==> src/rtl/seq_addsub.sv <==
// Chunk-serial adder/subtractor: adds CHUNK bits per clock over WIDTH/CHUNK cycles,
// then publishes sum and flags together with a one-cycle done pulse.
//
// state | meaning
// IDLE  | waiting for start; last result and flags held on outputs
// RUN   | adding one chunk per clock; outputs still show previous result
module seq_addsub #(
  parameter int WIDTH = 16,
  parameter int CHUNK = 4
) (
  input  logic             clk,
  input  logic             rst,
  input  logic             start,
  input  logic             sub,
  input  logic [WIDTH-1:0] a,
  input  logic [WIDTH-1:0] b,
  input  logic             cin,
  output logic             busy,
  output logic             done,
  output logic [WIDTH-1:0] sum,
  output logic             cout,
  output logic             ovf,
  output logic             zero,
  output logic             neg
);

  localparam int N  = (CHUNK > 0) ? WIDTH / CHUNK : 1;
  localparam int IW = (N > 1) ? $clog2(N) : 1;
  localparam logic [IW-1:0] LAST = IW'(N - 1);

  localparam logic [0:0] IDLE = 1'b0;
  localparam logic [0:0] RUN  = 1'b1;

  generate
    if (CHUNK < 1 || (WIDTH % CHUNK) != 0) begin : g_bad_params
      $error("seq_addsub: WIDTH must be a positive multiple of CHUNK");
    end
  endgenerate

  logic [0:0]       state_q, state_d;
  logic [WIDTH-1:0] a_q, a_d;
  logic [WIDTH-1:0] b_q, b_d;
  logic             carry_q, carry_d;
  logic [IW-1:0]    idx_q, idx_d;
  logic [WIDTH-1:0] acc_q, acc_d;
  logic [WIDTH-1:0] sum_q, sum_d;
  logic             cout_q, cout_d;
  logic             ovf_q, ovf_d;
  logic             zero_q, zero_d;
  logic             neg_q, neg_d;
  logic             done_q, done_d;

  logic [CHUNK:0]   chunk_full;
  logic [WIDTH-1:0] chunk_ext;
  logic [WIDTH-1:0] acc_next;

  // Operands shift right one chunk per clock; the result fills in from the top.
  always_comb begin
    state_d = state_q;
    a_d     = a_q;
    b_d     = b_q;
    carry_d = carry_q;
    idx_d   = idx_q;
    acc_d   = acc_q;
    sum_d   = sum_q;
    cout_d  = cout_q;
    ovf_d   = ovf_q;
    zero_d  = zero_q;
    neg_d   = neg_q;
    done_d  = 1'b0;

    chunk_full = {1'b0, a_q[CHUNK-1:0]} + {1'b0, b_q[CHUNK-1:0]} + (CHUNK+1)'(carry_q);
    chunk_ext  = '0;
    chunk_ext[CHUNK-1:0] = chunk_full[CHUNK-1:0];
    acc_next   = (acc_q >> CHUNK) | (chunk_ext << (WIDTH - CHUNK));

    case (state_q)
      IDLE: begin
        if (start) begin
          a_d     = a;
          b_d     = sub ? ~b : b;
          carry_d = sub ? 1'b1 : cin;
          idx_d   = '0;
          state_d = RUN;
        end
      end
      RUN: begin
        a_d     = a_q >> CHUNK;
        b_d     = b_q >> CHUNK;
        carry_d = chunk_full[CHUNK];
        acc_d   = acc_next;
        idx_d   = idx_q + 1'b1;
        if (idx_q == LAST) begin
          state_d = IDLE;
          idx_d   = '0;
          done_d  = 1'b1;
          sum_d   = acc_next;
          cout_d  = chunk_full[CHUNK];
          // carry into the MSB recovered as a ^ b ^ sum at that bit
          ovf_d   = a_q[CHUNK-1] ^ b_q[CHUNK-1] ^ chunk_full[CHUNK-1] ^ chunk_full[CHUNK];
          zero_d  = (acc_next == '0);
          neg_d   = acc_next[WIDTH-1];
        end
      end
      default: state_d = IDLE;
    endcase
  end

  always_ff @(posedge clk) begin
    if (rst) begin
      state_q <= IDLE;
      a_q     <= '0;
      b_q     <= '0;
      carry_q <= 1'b0;
      idx_q   <= '0;
      acc_q   <= '0;
      sum_q   <= '0;
      cout_q  <= 1'b0;
      ovf_q   <= 1'b0;
      zero_q  <= 1'b0;
      neg_q   <= 1'b0;
      done_q  <= 1'b0;
    end else begin
      state_q <= state_d;
      a_q     <= a_d;
      b_q     <= b_d;
      carry_q <= carry_d;
      idx_q   <= idx_d;
      acc_q   <= acc_d;
      sum_q   <= sum_d;
      cout_q  <= cout_d;
      ovf_q   <= ovf_d;
      zero_q  <= zero_d;
      neg_q   <= neg_d;
      done_q  <= done_d;
    end
  end

  assign busy = (state_q == RUN);
  assign done = done_q;
  assign sum  = sum_q;
  assign cout = cout_q;
  assign ovf  = ovf_q;
  assign zero = zero_q;
  assign neg  = neg_q;

endmodule

==> config.mk <==
export PLATFORM = sky130hd
export DESIGN_NAME = seq_addsub
export DESIGN_NICKNAME = d
export VERILOG_FILES = /design/src/rtl/seq_addsub.sv
export SDC_FILE = /design/constraint.sdc
export NUM_CORES = 1
export LEC_CHECK = 0
export ABC_AREA = 1
export BUFFER_PORTS_ARGS = -buffer_cell sky130_fd_sc_hd__clkbuf_2
export CAP_MARGIN = 30
export CORE_UTILIZATION = 45
export DETAILED_ROUTE_END_ITERATION = 12
export PLACE_DENSITY = 0.67
export RECOVER_POWER = 100
export SYNTH_ARGS = -nofsm -noshare
export SYNTH_HDL_FRONTEND = slang
export SYNTH_SLANG_ARGS = --single-unit
==> constraint.sdc <==
create_clock -name clk -period 2.37 [get_ports clk]
set_input_delay 0.474 -clock clk [delete_from_list [all_inputs] [get_ports clk]]
set_output_delay 0.474 -clock clk [all_outputs]
set_load 0.005 [all_outputs]
==> results.py <==
metrics = {
    "cells_and_area": {
        "layout_commonest_cell": "nand2_1",
        "final_layout_size_suffix_gt1_frac": 0.1475,
        "area_delta_synth_final_pct": 17.02,
        "num_antenna_cells": 0,
        "final_cell_mix": "128 x nand2_1, 68 x dfxtp_1, 39 x clkbuf_2, 34 x inv_1, 21 x a21oi_1",
        "final_net_count": 472,
    },
    "detailed_routing": {
        "post_drt_wl_per_cell_um": 12.02,
        "vias": 2520,
        "via_per_inst": 4.951,
        "drt-initial-drc-count": 111,
        "drt_first_pass_iters": 4,
        "drtAntennaViolNets": 0,
        "postRouteWirelength_um": 6117,
        "drc": 0,
    },
    "clocking": {
        "cts-root-buf": "clkbuf_8",
        "clkSinkCount": 68,
        "hold_buffers": 0,
        "cts_buffers": 9,
        "htreeDepth": 3,
        "clk_latency_ps": 340,
        "path_clk_slew_ps": 70,
        "post_cts.repair.setup_buffers": 0,
        "ctsLongestPathBuffers": 2,
        "cts_tree": "yes",
        "cts_resized": 0,
    },
    "die": {
        "die_area_um2": 6762,
        "core_area_um2": 6061,
        "fp.dieH_um": 82.23,
        "io_pins": 59,
        "initial_utilization": 0.4779,
        "die_x_um": 82.23,
        "rows": 28,
    },
    "global_routing": {
        "busiest_layer": "met2",
        "grt_pass1_wl_um": 9936,
        "grt_pass1_vias": 2249,
        "antenna_found_initial": 0,
        "use_met1": 0.2267,
        "grt_use_total": 0.1989,
        "use_met2": 0.3314,
        "grtUsageMet3": 0.06923,
        "grt_max_degree": 35,
        "gr-total-overflow": 0,
    },
    "power": {
        "power_uw": 2561,
        "ir_drop_v": 0.0005343,
        "power_switching_uw": 641.4,
        "pwr-share-seq": 0.483,
        "p_int_uw": 1920,
        "power.leakage_uw": 0.001545,
        "combPwrFrac": 0.103,
        "clkPwrFrac": 0.414,
        "p_sw_frac": 0.2504,
        "powerDensity_nw_per_um2": 755.7,
    },
    "sta": {
        "slew_violations": 0,
        "tns_ps": 0,
        "fmax_ghz": 0.5034,
        "timing.hold.ws_ps": 353.7,
        "worst_pin_slew_ps": 731.4,
        "finalCritPeriodShare": 0.8381,
        "period_needed_ps": 1986,
        "hold_violations": 0,
        "relSlewSlack": 0.5112,
        "rsz0062_at_grt": "no",
        "setup_viol": 0,
        "fin_worst_skew_ps": 9.018,
    },
    "yosys": {
        "synth_top_area_frac": 0.4700,
        "ys_warn_count": 0,
        "avgSynthCellArea_um2": 7.683,
        "syn_nets": 420,
        "syn-cell-area_um2": 2897,
        "ys_ff_latch": 68,
        "syn-instance-count": 377,
        "seq_area_frac_synth": 0.4700,
        "netlist_top_cells_area": "dfxtp_1 47%, nand2_1 17%, xor2_1 4.8%",
        "yosysTopAreaCell": "dfxtp_1",
        "synth.distinct_cells": 25,
    },
    "setup_path": {
        "critPathCapture": "busy",
        "r2r_setup_slack_ps": 460,
        "crit_start": "busy",
        "start_kind": "register",
        "cp.arrival_ps": 1510,
        "crit_path_max_fanout": 16,
        "r2r_start": "a_q[0]",
        "crit_type": "register to output port",
        "reg2reg_depth": 7,
        "critical_path.endpoint_type": "output port",
        "worstReg2RegEnd": "zero",
        "cp.required_ps": 1900,
    },
    "place": {
        "port_buffers": 58,
        "routabilityCongestion": 0.8489,
        "dpl.hpwl_um": 4157,
    },
    "min_path": {
        "hp-class": "input port to register",
    },
    "outcome": {
        "outcome": "completed",
    },
    "job": {
        "drv_cap": 0,
    },
}
[sequential cells by signal (all words and copies together), names as in the netlist]
signal,flops
a_q,16
acc_q,12
b_q,16
busy,1
carry_q,1
cout,1
done,1
idx_q,2
ovf,1
sum,16
zero,1
[area by class of cell]
type / instances / area (um^2)
clock buffer: 10 / 137.6
sequential: 68 / 1361
timing repair buffer: 62 / 296.5
clock inverter: 6 / 87.58
tap: 75 / 93.84
multi-input combinational: 251 / 1274
fill: 629 / 2671
inverter: 37 / 138.9
[power groups by stage]
stage / Sequential (uW) / Combinational (uW) / Clock [uW]
floorplan: 1250 / 202 / 0
global placement: 1260 / 261 / 0
detailed placement: 1260 / 267 / 0
CTS: 1240 / 269 / 1070
global route: 1240 / 305 / 1130
finish: 1240 / 265 / 1060
[through the flow]
stage	setup slack, ps	area [um^2]	utilization	cells
4_1_cts	360.7	3418	0.5640	509
3_3_place_gp	612.8	3193	0.5268	493
2_1_floorplan	679.2	2897	-	377
6_report	383.7	3390	0.5592	509
5_1_grt	306.4	3390	0.5592	509
3_5_place_dp	529.1	3193	0.5268	493
[how the worst min path moves through the flow]
stage                to  depth (start not counted)  slack, ps      from
3_3_place_gp     sum[6]                          2        440    sum[6]
5_1_grt         a_q[15]                          3        350     a[15]
6_report        a_q[15]                          3        350     a[15]
3_5_place_dp     sum[4]                          2        440    sum[4]
4_1_cts         a_q[14]                          3        340     a[14]
2_1_floorplan  idx_q[0]                          1        430  idx_q[0]
[Yosys cell counts]
cell / n
clkbuf_2: 1
nand3_1: 12
a22oi_1: 3
dfxtp_1: 68
buf_4: 8
nand3_2: 1
o21ai_0: 19
a211oi_1: 1
nor2_4: 2
xor2_1: 16
o211ai_1: 4
clkbuf_1: 5
nand2_1: 128
nand4_1: 1
a31oi_1: 13
inv_2: 4
a21oi_1: 21
buf_2: 6
a22o_1: 7
fa_1: 2
ha_1: 4
o21ai_1: 2
buf_1: 1
nor2_1: 15
inv_1: 33
[metal layers]
layer | up-vias | routed length (um)
met3 | 16 | 357
li1 | 1312 | -
met4 | 0 | 123
met5 | - | 0
met2 | 78 | 2928
met1 | 1114 | 2708
[kinds of logic (layout without fill, tap and decap cells)]
kind of cell,count (synthesis),after routing,share of synthesized area
buf+inv,58,115,0.08855
flops,68,68,0.4700
compound gates,70,70,0.1425
xor+xnor,16,16,0.04838
simple gates,159,159,0.2194
fa+ha+maj,6,6,0.03110
[critical path, stage by stage (launching register included)]
cell and delay, ps:
dfxtp_1 750, buf_4 290, clkbuf_1 120
(Power assumes the default switching activity.)
